**src/rtl/fifo_wr_arb_pkg.sv**
```systemverilog
// Shared types and defaults for the round-robin FIFO write arbiter.
// Supplies fallback FIFO width/depth macros when the enclosing build does not define them.
`ifndef FIFO_FF_DUT_WIDTH
`define FIFO_FF_DUT_WIDTH 8
`endif
`ifndef FIFO_FF_DUT_DEPTH
`define FIFO_FF_DUT_DEPTH 16
`endif

package fifo_wr_arb_pkg;

    localparam int DEF_NUM_REQ = 4;

`ifdef FIFO_WR_ARB_LOCK_EN
    typedef enum logic [1:0] {
        IDLE  = 2'd0,
        GRANT = 2'd1,
        LOCK  = 2'd2
    } arb_state_e;
`else
    typedef enum logic [1:0] {
        IDLE  = 2'd0,
        GRANT = 2'd1
    } arb_state_e;
`endif

endpackage

```
**src/rtl/fifo_wr_arb_rr_arb.sv**
```systemverilog
// Combinational round-robin pick: first set request at or above i_ptr, wrapping.
// Produces a one-hot grant, the winning index and an any-grant flag.
module rr_arb #(
    parameter int NUM_REQ = 4
) (
    input  logic [NUM_REQ-1:0]         i_req,
    input  logic [$clog2(NUM_REQ)-1:0] i_ptr,
    output logic [NUM_REQ-1:0]         o_gnt,
    output logic [$clog2(NUM_REQ)-1:0] o_idx,
    output logic                       o_any
);

    localparam int PW = $clog2(NUM_REQ);
    localparam logic [PW:0] N_W = (PW+1)'(NUM_REQ);

    logic [NUM_REQ-1:0] w_rot;
    logic [PW-1:0]      w_off;
    logic [PW:0]        w_sum;

    // Rotate so that the pointer position lands on bit 0; lowest set bit then wins.
    assign w_rot = NUM_REQ'({i_req, i_req} >> i_ptr);

    always_comb begin
        w_off = '0;
        o_any = 1'b0;
        for (int k = NUM_REQ - 1; k >= 0; k--) begin
            if (w_rot[k]) begin
                w_off = PW'(k);
                o_any = 1'b1;
            end
        end
    end

    assign w_sum = {1'b0, i_ptr} + {1'b0, w_off};
    assign o_idx = (w_sum >= N_W) ? PW'(w_sum - N_W) : w_sum[PW-1:0];
    assign o_gnt = o_any ? (NUM_REQ'(1) << o_idx) : '0;

endmodule

```
**src/rtl/fifo_wr_arb.sv**
```systemverilog
// Round-robin write arbiter in front of a FIFO with occupancy-based credit.
// Optional burst lock (req_lock port, LOCK state) is built when FIFO_WR_ARB_LOCK_EN is defined.
module fifo_wr_arb
    import fifo_wr_arb_pkg::*;
#(
    parameter int NUM_REQ = DEF_NUM_REQ,
    parameter int WIDTH   = `FIFO_FF_DUT_WIDTH,
    parameter int DEPTH   = `FIFO_FF_DUT_DEPTH
) (
    input  logic                       clk,
    input  logic                       rst_n,
    input  logic [NUM_REQ-1:0]         req_vld,
    input  logic [NUM_REQ*WIDTH-1:0]   req_data,
    output logic [NUM_REQ-1:0]         req_rdy,
    input  logic [$clog2(DEPTH):0]     fifo_occup,
    output logic                       fifo_wr_en,
    output logic [WIDTH-1:0]           fifo_wr_data
`ifdef FIFO_WR_ARB_LOCK_EN
    ,
    input  logic [NUM_REQ-1:0]         req_lock
`endif
);

    localparam int PW = $clog2(NUM_REQ);
    localparam int OW = $clog2(DEPTH) + 1;

    arb_state_e          r_state, w_state_next;
    logic [PW-1:0]       r_ptr, w_ptr_next;
    logic                r_wr_en;
    logic [WIDTH-1:0]    r_wr_data;
`ifdef FIFO_WR_ARB_LOCK_EN
    logic [PW-1:0]       r_owner, w_owner_next;
`endif

    logic [OW:0]         w_level;
    logic                w_credit;
    logic [NUM_REQ-1:0]  w_req_elig;
    logic [NUM_REQ-1:0]  w_gnt;
    logic [PW-1:0]       w_idx;
    logic [PW-1:0]       w_idx_inc;
    logic                w_any;
    logic [WIDTH-1:0]    w_data_arr [NUM_REQ];

    for (genvar gi = 0; gi < NUM_REQ; gi++) begin : g_unpack
        assign w_data_arr[gi] = req_data[gi*WIDTH +: WIDTH];
    end

    // The in-flight write is counted so a full FIFO can never be overrun.
    assign w_level  = {1'b0, fifo_occup} + {{OW{1'b0}}, r_wr_en};
    assign w_credit = (w_level < (OW+1)'(DEPTH));

    always_comb begin
        w_req_elig = req_vld;
`ifdef FIFO_WR_ARB_LOCK_EN
        if (r_state == LOCK) begin
            w_req_elig = req_vld & (NUM_REQ'(1) << r_owner);
        end
`endif
        if (!(w_credit && rst_n)) begin
            w_req_elig = '0;
        end
    end

    rr_arb #(
        .NUM_REQ (NUM_REQ)
    ) u_rr_arb (
        .i_req (w_req_elig),
        .i_ptr (r_ptr),
        .o_gnt (w_gnt),
        .o_idx (w_idx),
        .o_any (w_any)
    );

    assign req_rdy   = w_gnt;
    assign w_idx_inc = (w_idx == PW'(NUM_REQ - 1)) ? '0 : w_idx + 1'b1;

    always_comb begin
        w_state_next = r_state;
        w_ptr_next   = r_ptr;
`ifdef FIFO_WR_ARB_LOCK_EN
        w_owner_next = r_owner;
`endif
        if (w_any) begin
            w_state_next = GRANT;
            w_ptr_next   = w_idx_inc;
`ifdef FIFO_WR_ARB_LOCK_EN
            // A locked accept keeps the pointer frozen until the burst ends.
            if (req_lock[w_idx]) begin
                w_state_next = LOCK;
                w_owner_next = w_idx;
                w_ptr_next   = r_ptr;
            end
`endif
        end else begin
            w_state_next = IDLE;
`ifdef FIFO_WR_ARB_LOCK_EN
            if ((r_state == LOCK) && req_vld[r_owner]) begin
                w_state_next = LOCK;
            end
`endif
        end
    end

    always_ff @(posedge clk or negedge rst_n) begin
        if (!rst_n) begin
            r_state   <= IDLE;
            r_ptr     <= '0;
            r_wr_en   <= 1'b0;
            r_wr_data <= '0;
`ifdef FIFO_WR_ARB_LOCK_EN
            r_owner   <= '0;
`endif
        end else begin
            r_state <= w_state_next;
            r_ptr   <= w_ptr_next;
            r_wr_en <= w_any;
            if (w_any) begin
                r_wr_data <= w_data_arr[w_idx];
            end
`ifdef FIFO_WR_ARB_LOCK_EN
            r_owner <= w_owner_next;
`endif
        end
    end

    assign fifo_wr_en   = r_wr_en;
    assign fifo_wr_data = r_wr_data;

endmodule

```
**config.mk**
```make
export PLATFORM = sky130hd
export DESIGN_NAME = fifo_wr_arb
export DESIGN_NICKNAME = d
export VERILOG_FILES = /design/src/rtl/fifo_wr_arb_pkg.sv /design/src/rtl/fifo_wr_arb_rr_arb.sv /design/src/rtl/fifo_wr_arb.sv
export SDC_FILE = /design/constraint.sdc
export NUM_CORES = 1
export LEC_CHECK = 0
export ABC_AREA = 0
export BUFFER_PORTS_ARGS = -buffer_cell sky130_fd_sc_hd__buf_2
export CORE_ASPECT_RATIO = 2
export CORE_MARGIN = 2
export CORE_UTILIZATION = 35
export DETAILED_ROUTE_END_ITERATION = 16
export PLACE_DENSITY_LB_ADDON = 0.1
export SKIP_CTS_REPAIR_TIMING = 1
export SLEW_MARGIN = 25
export SYNTH_ARGS = -nofsm -noshare
export SYNTH_HDL_FRONTEND = slang
export SYNTH_SLANG_ARGS = --single-unit
```
**constraint.sdc**
```tcl
create_clock -name clk -period 4.59 [get_ports clk]
set_input_delay 1.377 -clock clk [delete_from_list [all_inputs] [get_ports clk]]
set_output_delay 1.377 -clock clk [all_outputs]
set_load 0.005 [all_outputs]
```
==> results of run 1 <==
-- worst reg2reg max path, cell delays in order, from the launching register on --
cell and delay [ps]:
dfrtp_1 490, nand2_1 90, a21oi_1 150, o22ai_1 80, o21ai_0 150, nor2_1 90
ha_2 340, buf_4 380, mux4_2 600, a22oi_1 170, o221ai_1 140
-- power breakdown --
part | internal [uW] | switching [uW] | leakage [uW]
combinational | 267 | 237 | 0.000587
sequential | 141 | 46.8 | 0.000134
clock | 60.8 | 34.5 | 0.0000228
total | 469 | 318 | 0.000743
-- cell usage after synthesis (2+ instances only) --
master | n | area [um2]
mux2i_1 | 17 | 170
dfrtp_1 | 11 | 275
nand2_1 | 9 | 33.8
a22oi_1 | 8 | 60.1
mux4_2 | 8 | 180
o221ai_1 | 8 | 70.1
nor2_1 | 6 | 22.5
a21oi_1 | 5 | 25.0
buf_2 | 5 | 25.0
nor2b_1 | 5 | 31.3
buf_6 | 3 | 33.8
nor3_1 | 3 | 15.0
o21ai_0 | 3 | 15.0
o21ai_1 | 3 | 15.0
o21ai_2 | 3 | 26.3
buf_4 | 2 | 15.0
ha_1 | 2 | 25.0
inv_1 | 2 | 7.51
mux2_2 | 2 | 22.5
nand3_1 | 2 | 10.0
-- flip-flops by register name (all words and copies together) (netlist names) --
signal and cells:
r_ptr 2, fifo_wr_data 8, fifo_wr_en 1
-- cell type report --
type | instances | area, um2
clock buffer | 4 | 45.0
tap | 49 | 61.3
sequential | 11 | 275
fill | 378 | 1900
inverter | 3 | 11.3
timing repair buffer | 64 | 345
multi-input combinational | 105 | 932
-- through the flow --
stage,area [um2],total power [uW],hold slack [ps]
6_report,1670,787,516
2_1_floorplan,1280,577,516
3_3_place_gp,1600,679,506
4_1_cts,1640,788,526
3_5_place_dp,1600,690,514
5_1_grt,1670,856,544
-- kinds of logic (layout without fill, tap and decap cells) --
| group | count (synthesis) | after routing | share of synthesized area |
|---|---|---|---|
| AO/OA/AOI/OAI | 41 | 41 | 0.254 |
| AND/OR/NAND/NOR | 33 | 33 | 0.138 |
| multiplexers | 28 | 28 | 0.300 |
| flip-flops | 11 | 11 | 0.215 |
| adder cells (fa/ha/maj) | 2 | 2 | 0.0195 |
| XOR/XNOR | 1 | 1 | 0.00684 |
| buffers and inverters | 13 | 71 | 0.0665 |
-- per-layer routing --
| layer | GRT usage | share of wire | routed length (um) | vias up |
|---|---|---|---|---|
| li1 | - | - | - | 628 |
| met1 | 0.203 | 0.37 | 1340 | 621 |
| met2 | 0.336 | 0.56 | 2030 | 40 |
| met3 | 0.0141 | 0.037 | 132 | 6 |
| met4 | 0.0909 | 0.025 | 89 | 0 |
| met5 | 0 | 0 | 0 | - |
-- worst min-delay path by stage --
| stage | cells past startpoint | slack (ps) | end |
|---|---|---|---|
| 2_1_floorplan | 2 | 520 | fifo_wr_data[5]$_DFFE_PN0P_ |
| 3_5_place_dp | 2 | 510 | fifo_wr_data[4]$_DFFE_PN0P_ |
| 4_1_cts | 2 | 530 | fifo_wr_data[5]$_DFFE_PN0P_ |
| 3_3_place_gp | 2 | 510 | fifo_wr_data[4]$_DFFE_PN0P_ |
| 5_1_grt | 2 | 540 | fifo_wr_data[5]$_DFFE_PN0P_ |
| 6_report | 2 | 520 | fifo_wr_data[5]$_DFFE_PN0P_ |
-- cells in the final DEF, fill, tap and decap left out, types with 2 or more instances in the layout --
| cell | Yosys | routed |
|---|---|---|
| buf_4 | 2 | 9 |
| nor2b_2 | 1 | 3 |
| o21ai_2 | 3 | 3 |
| inv_1 | 2 | 2 |
| dfrtp_1 | 11 | 11 |
| nor3_1 | 3 | 2 |
| mux4_2 | 8 | 8 |
| nor2_1 | 6 | 6 |
| mux2i_1 | 17 | 17 |
| buf_2 | 5 | 54 |
| clkbuf_8 | 0 | 3 |
| a21oi_1 | 5 | 5 |
| o21ai_0 | 3 | 3 |
| o21ai_1 | 3 | 3 |
| o221ai_1 | 8 | 8 |
| nand3_1 | 2 | 2 |
| nor2b_1 | 5 | 3 |
| nand2_1 | 9 | 9 |
| mux2_2 | 2 | 2 |
| a22oi_1 | 8 | 8 |
==> flow_metrics.env, run 1 <==
export IMPL_clock_skew_ps=1.02
export IMPL_ys_flop_type="dfrtp_1"
export IMPL_final_nets=233
export IMPL_cp_required_ps=3210
export IMPL_yosys_cell_types_count=42
export IMPL_fin_cells=236
export IMPL_grt_use_total=0.185
export IMPL_setup_slack_ps=185
export IMPL_pin_count=56
export IMPL_cp_arrival_ps=3030
export IMPL_first_pass_iters=4
export IMPL_gp_congestion=0.816
export IMPL_syn_avg_cell_area_um2=9.92
export IMPL_critPathKind="in -> out"
export IMPL_grt_ovfl_total=0
export IMPL_ant_nets=0
export IMPL_finalHoldViolations=0
export IMPL_p_per_area_nw_per_um2=471
export IMPL_end_kind="primary output"
export IMPL_reg2regPathDepth=10
export IMPL_clock_path_buffers=2
export IMPL_clock_sinks=11
export IMPL_place_ws_ps=105
export IMPL_post_drt_wl_per_cell_um=15.2
export IMPL_dp_hpwl_um=2870
export IMPL_r2r_start="r_ptr[1]$_DFFE_PN0P_"
export IMPL_antenna_found_initial=0
export IMPL_critical_path_buf_inv_count=2
export IMPL_finalCritPeriodShare=0.960
export IMPL_die_area_um2=4190
export IMPL_post_route_util=0.468
export IMPL_critPathSlowestCell="mux2_2"
export IMPL_synth_area_um2=1280
export IMPL_worst_slew_pin_slew_ps=538
export IMPL_rsz0062_at_grt="no"
export IMPL_first_iter_violations=21
export IMPL_crit_family="simple AND/OR/NAND/NOR gates"
export IMPL_synthCells=129
export IMPL_path_clk_slew_ps=50
export IMPL_r2r_end="fifo_wr_data[2]$_DFFE_PN0P_"
export IMPL_cts_buffers_inserted=3
export IMPL_status="complete, no violations"
export IMPL_maxCapViolCount=0
export IMPL_startpoint_type="input port"
export IMPL_synth_edf_count=0
export IMPL_start_util=0.359
export IMPL_grt_max_degree=27
export IMPL_cpPeakStageDelay_ps=350
export IMPL_min_delay_start="fifo_wr_data[5]$_DFFE_PN0P_"
export IMPL_syn2layout_area_growth_pct=30.5
export IMPL_synth_net_count=174
export IMPL_crit_start="req_vld[3]"
export IMPL_yosysSeqAreaShare=0.215
export IMPL_vias_per_cell=5.49
export IMPL_cts_tree="yes"
export IMPL_postSynth_asyncResetShare=1.00
export IMPL_p_leak_uw=0.000743
export IMPL_num_rows=31
export IMPL_port_buffers=55
export IMPL_crit_end="req_rdy[2]"
export IMPL_core_um2=3570
export IMPL_layout_drive_gt1_share=0.492
export IMPL_die_x_um=46.8
export IMPL_diodes=0
export IMPL_numPlacedInstances=230
export IMPL_clock_fmax_mhz=227
export IMPL_synth_seq_cells=11
export IMPL_tns_ps=0
export IMPL_worstPathCellList="clkbuf_4, nor2b_2, a21oi_1, o22ai_1, o21ai_0, nor2_1, ha_2, mux2_2, nor3_1, buf_2"
export IMPL_htreeDepth=1
export IMPL_root_buffer="clkbuf_8"
export IMPL_crit_fanout=9
export IMPL_grt_first_pass_wirelength_um=5650
export IMPL_drc_errors=0
export IMPL_rrSetupSlack_ps=1770
export IMPL_die_h_um=89.5
export IMPL_post_route_min_period_ps=4400
export IMPL_slew_violations=0
export IMPL_grt_pass1_vias=1250
export IMPL_ys_warn_count=0
export IMPL_timing_slew_headroom=0.641
export IMPL_irDropWorstVdd_mv=0.348
export IMPL_clock_latency_ps=230
export IMPL_path_depth=10
export IMPL_hold_class="reg -> reg"
export IMPL_wl_um=3590
export IMPL_dr_total_vias=1295
export IMPL_setup_viol=0
(Power assumes the default switching activity.)
==> inputs of run 2 (changes only) <==
--- a/config.mk
+++ b/config.mk
@@ -11,7 +11,6 @@
 export CORE_MARGIN = 2
 export CORE_UTILIZATION = 35
 export DETAILED_ROUTE_END_ITERATION = 16
-export PLACE_DENSITY_LB_ADDON = 0.1
 export SKIP_CTS_REPAIR_TIMING = 1
 export SLEW_MARGIN = 25
 export SYNTH_ARGS = -nofsm -noshare
==> run 2 against run 1 <==
Net effect:
- highest routed layer unchanged
- critical path type unchanged
- clock skew increased by 3.2 ps
- final area is 2.0% lower
- via count grew 0.54%
- setup slack lost 69 ps
- maximum frequency is 1.5% lower
- largest power group unchanged
==> flow_metrics.env, run 2 (synthesized netlist as in run 1, its figures left out) <==
export IMPL_cts_buffers_inserted=3
export IMPL_timing_slew_headroom=0.651
export IMPL_mostFrequentLayoutCells="55 x buf_2, 17 x mux2i_1, 11 x dfrtp_1, 9 x nand2_1"
export IMPL_critical_path_buf_inv_count=2
export IMPL_cp_arrival_ps=3100
export IMPL_placed_area_um2=1590
export IMPL_path_clk_slew_ps=50
export IMPL_htreeDepth=1
export IMPL_final_nets=230
export IMPL_die_x_um=46.8
export IMPL_maxCapViolCount=0
export IMPL_cts_tree="yes"
export IMPL_syn2layout_area_growth_pct=27.9
export IMPL_grt_max_degree=27
export IMPL_tns_ps=0
export IMPL_layout_drive_gt1_share=0.473
export IMPL_grt_ovfl_total=0
export IMPL_min_delay_start="fifo_wr_data[3]$_DFFE_PN0P_"
export IMPL_worstPathCellList="buf_2, nor2b_2, a21oi_1, o22ai_1, o21ai_0, nor2_1, ha_1, mux2_2, nor3_1, buf_2"
export IMPL_port_buffers=55
export IMPL_critPathKind="in -> out"
export IMPL_clock_sinks=11
export IMPL_grt_first_pass_wirelength_um=5690
export IMPL_cpPeakStageDelay_ps=360
export IMPL_die_h_um=89.5
export IMPL_end_kind="primary output"
export IMPL_cpMostUsedCell="buf_2"
export IMPL_r2r_end="fifo_wr_data[2]$_DFFE_PN0P_"
export IMPL_min_to="fifo_wr_data[3]$_DFFE_PN0P_"
export IMPL_status="complete, no violations"
export IMPL_clock_latency_ps=240
export IMPL_finalInstanceArea_um2=1640
export IMPL_post_route_util=0.459
export IMPL_cp_required_ps=3210
export IMPL_p_per_area_nw_per_um2=476
export IMPL_dp_hpwl_um=2920
export IMPL_rrSetupSlack_ps=1800
export IMPL_start_util=0.359
export IMPL_fin_cells=233
export IMPL_gp_congestion=0.813
export IMPL_setup_viol=0
export IMPL_irDropWorstVdd_mv=0.355
export IMPL_root_buffer="clkbuf_8"
export IMPL_antenna_found_initial=0
export IMPL_first_pass_iters=4
export IMPL_setup_slack_ps=117
export IMPL_finalCritPeriodShare=0.975
export IMPL_reg2regPathDepth=10
export IMPL_layout_commonest_cell="buf_2"
export IMPL_first_iter_violations=40
export IMPL_ant_nets=0
export IMPL_pin_count=56
export IMPL_post_drt_wl_per_cell_um=15.5
export IMPL_die_area_um2=4190
export IMPL_hold_depth=2
export IMPL_p_leak_uw=0.000729
export IMPL_hold_class="reg -> reg"
export IMPL_worst_slew_pin_slew_ps=524
export IMPL_numPlacedInstances=229
export IMPL_post_route_min_period_ps=4470
export IMPL_critPathSlowestCell="mux2_2"
export IMPL_diodes=0
export IMPL_drc_errors=0
export IMPL_vias_per_cell=5.59
export IMPL_num_rows=31
export IMPL_grt_use_total=0.184
export IMPL_crit_fanout=9
export IMPL_dr_total_vias=1302
export IMPL_core_um2=3570
export IMPL_grt_pass1_vias=1293
export IMPL_rsz0062_at_grt="no"
export IMPL_clock_path_buffers=2
export IMPL_place_ws_ps=83.4
export IMPL_finalHoldViolations=0
export IMPL_slew_violations=0
export IMPL_r2r_start="r_ptr[1]$_DFFE_PN0P_"
export IMPL_crit_family="simple AND/OR/NAND/NOR gates"
export IMPL_clock_skew_ps=4.20
export IMPL_clock_fmax_mhz=224
export IMPL_wl_um=3610
export IMPL_largest_reg_flops=8
export IMPL_startpoint_type="input port"
## run 2: area by class of cell
| type | count | area, um2 |
|---|---|---|
| Clock buffer | 3 | 41.3 |
| Clock inverter | 1 | 5.00 |
| Fill cell | 381 | 1930 |
| Inverter | 3 | 11.3 |
| Multi-Input combinational cell | 105 | 922 |
| Sequential cell | 11 | 275 |
| Tap cell | 49 | 61.3 |
| Timing Repair Buffer | 61 | 320 |
## run 2: worst max-delay path by stage
stage | startpoint | end | cells after the start
6_report | req_vld[3] | req_rdy[0] | 10
3_5_place_dp | req_vld[3] | req_rdy[0] | 10
4_1_cts | req_vld[3] | req_rdy[0] | 10
2_1_floorplan | req_vld[0] | req_rdy[2] | 11
3_3_place_gp | req_vld[3] | req_rdy[0] | 10
5_1_grt | req_vld[3] | req_rdy[0] | 10
## run 2: worst reg2reg max path, delay by kind of cell, from the launching register on
| family | cells | cell delay [ps] |
|---|---|---|
| AO/OA/AOI/OAI | 5 | 730 |
| adder cells (fa/ha/maj) | 1 | 310 |
| buffers and inverters | 1 | 390 |
| multiplexers | 1 | 580 |
| flip-flops | 1 | 480 |
| AND/OR/NAND/NOR | 2 | 160 |
## run 2: per-stage QoR
| step | hold WS (ps) | total power, uW |
|---|---|---|
| CTS | 529 | 787 |
| finish | 528 | 779 |
| floorplan | 516 | 577 |
| global placement | 505 | 671 |
| global route | 548 | 846 |
| detailed placement | 514 | 686 |
## run 2: power by group
part,internal [uW],switching (uW),leakage (uW)
Clock,59.8,39.4,0.0000255
Sequential,141,44.5,0.000134
Combinational,261,233,0.000570
Total,462,317,0.000729
## run 2: routing by layer
metal | up-vias | GRT usage | share of wire
li1 | 620 | - | -
met1 | 622 | 0.195 | 0.36
met2 | 54 | 0.344 | 0.57
met3 | 6 | 0.0162 | 0.059
met4 | 0 | 0.0783 | 0.012
met5 | - | 0 | 0
==> inputs of run 3 (changes only) <==
==> constraint.sdc (replaced) <==
create_clock -name clk -period 5.52 [get_ports clk]
set_input_delay 1.656 -clock clk [delete_from_list [all_inputs] [get_ports clk]]
set_output_delay 1.656 -clock clk [all_outputs]
set_load 0.005 [all_outputs]
==> run 3 against run 2 <==
Net effect:
- non-clock buffer count fell by 2
- sequential cell count is the same
- worst hold slack got worse by 4.9 ps
- setup slack better by 190 ps
- final area down 1.1%
- clock power fell by 17%
- critical path depth unchanged
- critical endpoint unchanged
==> flow_metrics.env, run 3 (synthesized netlist as in run 1, its figures left out) <==
export IMPL_clock_path_buffers=2
export IMPL_htreeDepth=1
export IMPL_first_iter_violations=40
export IMPL_end_kind="primary output"
export IMPL_crit_fanout=9
export IMPL_wl_um=3630
export IMPL_dp_hpwl_um=2890
export IMPL_irDropWorstVdd_mv=0.369
export IMPL_layout_commonest_cell="buf_2"
export IMPL_worstPathCellList="buf_2, nor2b_1, a21oi_1, o211ai_1, o21ai_0, nor2_1, ha_1, mux2_2, nor3_1, buf_2"
export IMPL_pin_count=56
export IMPL_fin_cells=231
export IMPL_timing_slew_headroom=0.656
export IMPL_port_buffers=55
export IMPL_final_nets=228
export IMPL_mostFrequentLayoutCells="55 x buf_2, 17 x mux2i_1, 11 x dfrtp_1, 9 x nand2_1"
export IMPL_worst_slew_pin_slew_ps=516
export IMPL_largest_reg_flops=8
export IMPL_cpMostUsedCell="buf_2"
export IMPL_finalCritPeriodShare=0.944
export IMPL_status="complete, no violations"
export IMPL_dr_total_vias=1312
export IMPL_multiInputGateArea_um2=920
export IMPL_critical_path_buf_inv_count=2
export IMPL_root_buffer="clkbuf_8"
export IMPL_hold_class="reg -> reg"
export IMPL_die_h_um=89.5
export IMPL_clock_skew_ps=5.30
export IMPL_grt_max_degree=27
export IMPL_cts_tree="yes"
export IMPL_diodes=0
export IMPL_clock_latency_ps=240
export IMPL_p_per_area_nw_per_um2=400
export IMPL_vias_per_cell=5.68
export IMPL_grt_first_pass_wirelength_um=5410
export IMPL_cts_buffers_inserted=3
export IMPL_cp_arrival_ps=3560
export IMPL_maxCapViolCount=0
export IMPL_slew_violations=0
export IMPL_power_total_uw=647
export IMPL_p_leak_uw=0.000716
export IMPL_cp_required_ps=3860
export IMPL_die_area_um2=4190
export IMPL_core_um2=3570
export IMPL_layout_drive_gt1_share=0.456
export IMPL_rrSetupSlack_ps=2740
export IMPL_start_util=0.359
export IMPL_clock_sinks=11
export IMPL_drc_errors=0
export IMPL_rsz0062_at_grt="no"
export IMPL_post_route_min_period_ps=5210
export IMPL_critPathSlowestCell="mux2_2"
export IMPL_startpoint_type="input port"
export IMPL_die_x_um=46.8
export IMPL_setup_viol=0
export IMPL_wl_met2_um=2000
export IMPL_syn2layout_area_growth_pct=26.4
export IMPL_ant_nets=0
export IMPL_path_clk_slew_ps=50
export IMPL_crit_family="simple AND/OR/NAND/NOR gates"
export IMPL_finalHoldViolations=0
export IMPL_gp_congestion=0.799
export IMPL_holdWs_ps=523
export IMPL_final_fill_count=375
export IMPL_cpPeakStageDelay_ps=390
export IMPL_post_route_util=0.453
export IMPL_area_sequential_um2=275
export IMPL_clock_fmax_mhz=192
export IMPL_num_rows=31
export IMPL_grt_pass1_vias=1247
export IMPL_first_pass_iters=4
export IMPL_critPathKind="in -> out"
export IMPL_numPlacedInstances=227
export IMPL_antenna_found_initial=0
export IMPL_top_layer="met4"
export IMPL_grt_use_total=0.178
export IMPL_wl_met1_um=1340
export IMPL_grt_ovfl_total=0
export IMPL_wl_met3_um=222
export IMPL_post_drt_wl_per_cell_um=15.7
export IMPL_tns_ps=0
-- run 3: changes by cell type in the layout (fill, tap and decap cells not counted) --
cell	previous run	this run
clkinv_2	1	0
buf_4	6	4
nor2b_1	4	5
clkbuf_1	0	1
nor2b_2	2	1
-- run 3: area by class of cell --
type	count	area share
Clock buffer	4	0.0278
Inverter	3	0.00696
Multi-Input combinational cell	105	0.568
Sequential cell	11	0.170
Tap cell	49	0.0379
Timing Repair Buffer	59	0.189
-- run 3: final timing paths --
check / from / endpoint / depth (start not counted)
setup / recovery: req_vld[0] / req_rdy[0] / 10
setup reg to reg: r_ptr[1]$_DFFE_PN0P_ / fifo_wr_data[2]$_DFFE_PN0P_ / 10
min in group asynchronous: rst_n / fifo_wr_data[5]$_DFFE_PN0P_ / 2
max in group asynchronous: rst_n / fifo_wr_data[2]$_DFFE_PN0P_ / 2
hold reg to reg: fifo_wr_data[7]$_DFFE_PN0P_ / fifo_wr_data[7]$_DFFE_PN0P_ / 2
hold / removal: fifo_wr_data[7]$_DFFE_PN0P_ / fifo_wr_data[7]$_DFFE_PN0P_ / 2
-- run 3: metal layers --
| layer | track usage | up-vias |
|---|---|---|
| met1 | 0.185 | 636 |
| met4 | 0.0859 | 0 |
| met5 | 0 | - |
| li1 | - | 615 |
| met2 | 0.328 | 56 |
| met3 | 0.0263 | 5 |
-- run 3: report_power, final --
part | internal [uW] | leakage (uW) | switching, uW
clock network | 50.8 | 0.0000228 | 32.0
logic | 214 | 0.000559 | 192
registers | 117 | 0.000134 | 39.7
-- run 3: through the flow --
stage	area, um2	setup WS, ps
detailed placement	1570	309
floorplan	1280	400
CTS	1620	298
finish	1620	309
global placement	1570	387
global route	1620	95.9
-- run 3: worst min-delay path: stages (launching register included) --
cell and delay, ps:
dfrtp_1 340, a22oi_1 80, o221ai_1 60
